<file path="src/rtl/period_meter_pkg.sv">
// ============================================================================
// period_meter_pkg : shared state encoding and default sizing for period_meter
// Revision 1.0
// ============================================================================
`default_nettype none

package period_meter_pkg;

    localparam int DEFAULT_CNT_W          = 32;
    localparam int DEFAULT_TIMEOUT_CYCLES = 30000000;

    typedef enum logic [0:0] {
        WAIT_EDGE = 1'b0,
        MEASURE   = 1'b1
    } state_t;

endpackage

`default_nettype wire

</file>
<file path="src/rtl/period_meter_sync_edge_detect.sv">
// ============================================================================
// sync_edge_detect : multi-flop synchronizer with a registered rising-edge pulse
// Revision 1.0
// ============================================================================
`default_nettype none

module sync_edge_detect #(
    parameter int SYNC_STAGES = 2
) (
    input  logic clk_in,
    input  logic rst_n,
    input  logic async_in,
    output logic level_out,
    output logic rise_out
);

    logic [SYNC_STAGES-1:0] sync;
    logic                   sync_d;

    always_ff @(posedge clk_in) begin
        if (!rst_n) begin
            sync     <= '0;
            sync_d   <= 1'b0;
            rise_out <= 1'b0;
        end else begin
            sync     <= {sync[SYNC_STAGES-2:0], async_in};
            sync_d   <= sync[SYNC_STAGES-1];
            // Registered so the pulse lands SYNC_STAGES+1 cycles after the pin edge.
            rise_out <= sync[SYNC_STAGES-1] & ~sync_d;
        end
    end

    assign level_out = sync[SYNC_STAGES-1];

endmodule

`default_nettype wire

</file>
<file path="src/rtl/period_meter.sv">
// ============================================================================
// period_meter : counts clk_in cycles between rising edges of sig_in, with
//                valid/ready result, overrun flag and stall timeout.
//                Optional high-time output: PERIOD_METER_HIGH_TIME_EN
// Revision 1.0
// ============================================================================
`default_nettype none

module period_meter
    import period_meter_pkg::*;
#(
    parameter int CLOCK_MHZ      = 12,
    parameter int CNT_W          = DEFAULT_CNT_W,
    parameter int TIMEOUT_CYCLES = DEFAULT_TIMEOUT_CYCLES,
    parameter int SYNC_STAGES    = 2
) (
    input  logic             clk_in,
    input  logic             rst_n,
    input  logic             sig_in,
    output logic [CNT_W-1:0] period_out,
    output logic             period_valid,
    input  logic             period_ready,
    output logic             overrun,
    output logic             stalled
`ifdef PERIOD_METER_HIGH_TIME_EN
    ,
    output logic [CNT_W-1:0] high_out
`endif
);

    localparam logic [CNT_W-1:0] TIMEOUT_VAL = CNT_W'(TIMEOUT_CYCLES);
    localparam logic [CNT_W-1:0] ONE         = CNT_W'(1);

    if (SYNC_STAGES < 2 || CLOCK_MHZ < 1 || TIMEOUT_CYCLES < 1 ||
        (CNT_W < 31 && TIMEOUT_CYCLES >= (1 << CNT_W))) begin : g_bad_params
        $error("period_meter: illegal parameter set");
    end

    logic level;
    logic rise;

    sync_edge_detect #(
        .SYNC_STAGES(SYNC_STAGES)
    ) u_sync (
        .clk_in   (clk_in),
        .rst_n    (rst_n),
        .async_in (sig_in),
        .level_out(level),
        .rise_out (rise)
    );

    state_t           state, state_next;
    logic [CNT_W-1:0] count, count_next;
    logic             capture;
    logic             timeout;
    logic             transfer;

    always_ff @(posedge clk_in) begin
        if (!rst_n) begin
            state <= WAIT_EDGE;
            count <= '0;
        end else begin
            state <= state_next;
            count <= count_next;
        end
    end

    always_comb begin
        state_next = state;
        count_next = count;
        capture    = 1'b0;
        timeout    = 1'b0;
        case (state)
            WAIT_EDGE: begin
                if (rise) begin
                    count_next = ONE;
                    state_next = MEASURE;
                end
            end
            MEASURE: begin
                if (rise) begin
                    capture    = 1'b1;
                    count_next = ONE;
                end else if (count == TIMEOUT_VAL) begin
                    timeout    = 1'b1;
                    count_next = '0;
                    state_next = WAIT_EDGE;
                end else begin
                    count_next = count + ONE;
                end
            end
            default: state_next = WAIT_EDGE;
        endcase
    end

    assign transfer = period_valid & period_ready;

    always_ff @(posedge clk_in) begin
        if (!rst_n) begin
            period_out   <= '0;
            period_valid <= 1'b0;
            overrun      <= 1'b0;
            stalled      <= 1'b0;
        end else begin
            if (capture) begin
                period_out   <= count;
                period_valid <= 1'b1;
                stalled      <= 1'b0;
            end else if (transfer) begin
                period_valid <= 1'b0;
            end
            if (timeout) begin
                stalled <= 1'b1;
            end
            // A same-cycle transfer consumes the old result, so it is not lost.
            if (transfer) begin
                overrun <= 1'b0;
            end else if (capture && period_valid) begin
                overrun <= 1'b1;
            end
        end
    end

`ifdef PERIOD_METER_HIGH_TIME_EN
    logic [CNT_W-1:0] high_count, high_count_next;

    always_comb begin
        high_count_next = high_count;
        if (state == WAIT_EDGE) begin
            if (rise) begin
                high_count_next = CNT_W'(level);
            end
        end else if (rise) begin
            high_count_next = CNT_W'(level);
        end else if (timeout) begin
            high_count_next = '0;
        end else begin
            high_count_next = high_count + CNT_W'(level);
        end
    end

    always_ff @(posedge clk_in) begin
        if (!rst_n) begin
            high_count <= '0;
            high_out   <= '0;
        end else begin
            high_count <= high_count_next;
            if (capture) begin
                high_out <= high_count;
            end
        end
    end
`else
    logic unused_level;
    assign unused_level = level;
`endif

endmodule

`default_nettype wire
</file>
<file path="config.mk">
export PLATFORM = sky130hd
export DESIGN_NAME = period_meter
export DESIGN_NICKNAME = d
export VERILOG_FILES = /design/src/rtl/period_meter_pkg.sv /design/src/rtl/period_meter_sync_edge_detect.sv /design/src/rtl/period_meter.sv
export SDC_FILE = /design/constraint.sdc
export NUM_CORES = 1
export LEC_CHECK = 0
export ABC_AREA = 1
export CORE_MARGIN = 1.5
export CORE_UTILIZATION = 45
export CTS_BUF_LIST = sky130_fd_sc_hd__clkbuf_16
export DETAILED_ROUTE_END_ITERATION = 12
export MAX_ROUTING_LAYER = met4
export PLACE_DENSITY = 0.72
export SLEW_MARGIN = 10
export SYNTH_ARGS = -nofsm -noshare
export SYNTH_HDL_FRONTEND = slang
export SYNTH_SLANG_ARGS = --single-unit
</file>
<file path="constraint.sdc">
create_clock -name clk_in -period 1.4 [get_ports clk_in]
set_input_delay 0.42 -clock clk_in [delete_from_list [all_inputs] [get_ports clk_in]]
set_output_delay 0.42 -clock clk_in [all_outputs]
set_load 0.01 [all_outputs]
</file>
==> flow_summary_export.csv <==
group,metric,value,unit
detailed_routing,ant_nets,0,
sta,worst_clock_skew,0.00840,ns
synthesis,synthDistinctLibCells,23,
setup_path,critPathKind,"flop to flop",
clock_tree,cts.path.max_buffers,2,
detailed_routing,drtIter0Drc,285,
synthesis,ys.warnings.count,0,
setup_path,cp_slowest_cell,"dfxtp_2",
job,cap_viol_max_count,0,
pwr,power_density,837,mW/mm^2
sta,fin_setup_tns,-5.46,ns
pwr,p_leak,2.42,nW
detailed_routing,firstDrtPassIters,5,
synthesis,syn_area,0.00355,mm^2
detailed_routing,via_count,4206,
clock_tree,cts_sinks,72,
clock_tree,clkTransAtPathRegs,0.06,ns
sta,max_slew_margin,78.5,%
die,die_w,91.8,um
clock_tree,cts_made_buffers,9,
synthesis,synth-edff-count,0,
place,gp_congestion,0.975,
pwr,power,4.75,mW
clock_tree,cts_root_buf,"clkbuf_16",
layout,drive_gt1_share,38.3,%
setup_path,crit_arrival,1.88,ns
sta,period_share,115,%
die,initial_utilization,46.2,%
setup_path,required,1.67,ns
outcome,outcome,"finished, violations left",
outcome,violations,"negative setup slack",
sta,slew_violations,0,
grt,track_usage,30.2,%
layout,antenna_cells,0,
detailed_routing,routedWlPerCell,16.4,um
synthesis,ys_seq_elements,72,
grt,antenna_found_initial,0,
grt,grt_pass1_wl,19300,um
detailed_routing,viasPerCell,5.35,
clock_tree,clk_latency,0.34,ns
synthesis,synthArstFlopShare,0,%
grt,grt_max_degree,35,
die,core,0.00769,mm^2
setup_path,cpPeakStageDelay,0.33,ns
synthesis,ys_top_cells_by_count,"nand2_1 (155), dfxtp_1 (72), nor2_1 (70)",
place,port_buffers,38,
synthesis,synth_most_common_cell,"nand2_1",
synthesis,synth_top_area_share,40.6,%
synthesis,synth_seq_area_share,40.6,%
detailed_routing,wl,12900,um
setup_path,startpoint_type,"flop",
synthesis,syn-instance-count,545,
synthesis,ys.flop_type,"dfxtp_1",
synthesis,syn_area_per_cell,6.52,um^2
die,pin_count,39,
die,die-area,0.00843,mm^2
synthesis,yosys.area.top_type,"dfxtp_1",
detailed_routing,post-route-drc-count,0,
sta,final-setup-viol-count,34,
sta,hold_viol,0,
sta,worst_slack,-0.212,ns
sta,period_needed,1.61,ns
layout,syn_to_final_growth,59.7,%
synthesis,syn_nets,551,
sta,grt_setup_unrepaired,"true",
die,rows,32,
place,dpl.hpwl,7680,um
grt,grt_pass1_vias,4039,
clock_tree,cts_tree,"built",
synthesis,synthTopCellsByArea,"dfxtp_1 (41%), nand2_1 (16%), a21oi_1 (9.0%)",
layout,nets,685,
setup_path,crit_fanout,4,
setup_path,end_kind,"flop",
die,die_h,91.8,um
setup_path,path_cells,"buf_6 > buf_6 > nand2_2 > nor2_2 > nand2_2 > buf_4 > xor2_1 > nand2_4 > a21oi_2",
sta,tightest_slew,0.321,ns
clock_tree,htree_levels,3,
grt,grt-ovfl-total,0,
worst_hold_path,hold_class,"flop to flop",
pwr,max-vdd-ir-drop,0.604,mV
sta,max_freq,620,MHz
## layout by cell type (no fill, tap or decap), types with 2 or more instances in the layout
cell type / count
a21oi_1: 55
a21oi_2: 9
buf_12: 5
buf_4: 87
buf_6: 10
bufinv_16: 2
clkbuf_16: 10
clkdlybuf4s50_1: 3
clkinv_1: 2
dfxtp_1: 48
dfxtp_2: 19
dfxtp_4: 5
dlygate4sd2_1: 33
ha_4: 2
inv_1: 44
inv_2: 8
inv_4: 4
nand2_1: 128
nand2_2: 21
nand2_4: 9
nand3_1: 15
nand3_2: 14
nand3_4: 4
nor2_1: 45
nor2_2: 16
nor2_4: 16
nor3_1: 2
nor3_2: 3
o21ai_0: 40
o21ai_1: 3
o21ai_2: 10
xor2_1: 2
## logic make-up (layout without fill, tap and decap cells)
| logic type | after synthesis | count (layout) | synth area share (%) |
|---|---|---|---|
| xor+xnor | 3 | 3 | 0.740 |
| buf+inv | 75 | 214 | 9.06 |
| compound gates | 118 | 118 | 16.7 |
| simple gates | 275 | 275 | 32.2 |
| flops | 72 | 72 | 40.6 |
| fa+ha+maj | 2 | 2 | 0.705 |
## final timing paths
kind	start	endpoint	slack, ns	cells past startpoint
hold / removal	u_sync.sync_d$_SDFF_PN0_	u_sync.rise_out$_SDFF_PN0_	0.38	1
setup reg to reg	count[4]$_SDFFE_PN0P_	count[8]$_SDFFE_PN0P_	-0.21	9
setup / recovery	count[4]$_SDFFE_PN0P_	count[8]$_SDFFE_PN0P_	-0.21	9
hold reg to reg	u_sync.sync_d$_SDFF_PN0_	u_sync.rise_out$_SDFF_PN0_	0.38	1
## repair_timing
| item | CTS | global route |
|---|---|---|
| gates cloned | 2 | 1 |
| pin swaps | 34 | 36 |
| setup endpoints to repair | 69 | 36 |
| gates resized for setup | 151 | 83 |
| setup buffers | 11 | 8 |
| hold buffers | 0 | 0 |
## critical path, delay by kind of cell (launching register included)
kind | cells | cell delay (ns)
buffers and inverters | 3 | 0.38
AOI/OAI and AO/OA | 1 | 0.14
xor gates and xnor gates | 1 | 0.28
and+or+nand+nor | 4 | 0.40
DFF | 1 | 0.33
## cell type report
class	count	area, um^2
Multi-Input combinational cell	398	2270
Fill cell	608	2020
Sequential cell	72	1480
Timing Repair Buffer	142	1250
Clock buffer	9	225
Inverter	56	220
Tap cell	102	128
Clock inverter	7	88.8
## metrics by stage
step	hold WS, ns	instances	setup WS, ns	instance area, um^2	util, %
after floorplan	0.368	545	0.00563	3550	-
after global placement	0.375	749	-0.185	4610	59.9
after detailed placement	0.373	749	-0.219	4610	59.9
after CTS	0.381	778	-0.110	5340	69.4
after global routing	0.404	786	-0.255	5670	73.8
final	0.381	786	-0.212	5670	73.8
## metal layers
layer | wire (um) | global-route usage (%)
met1 | 5430 | 36.8
met2 | 6410 | 49.8
met3 | 594 | 5.14
met4 | 446 | 12.1
met5 | 0 | -
## state kept, by name, summed over array words and instances (netlist names)
signal           cells
count               32
period_out          32
u_sync.sync          2
overrun              1
period_valid         1
stalled              1
state                1
u_sync.rise_out      1
u_sync.sync_d        1
## where the power goes
part | leakage [nW] | internal, mW | switching [mW] | total (mW)
logic | 1.67 | 0.0911 | 0.125 | 0.217
registers | 0.594 | 2.05 | 0.00925 | 2.06
clock network | 0.158 | 1.55 | 0.921 | 2.47
total | 2.42 | 3.69 | 1.06 | 4.75
Note: power is estimated with default switching activity, not from simulation.
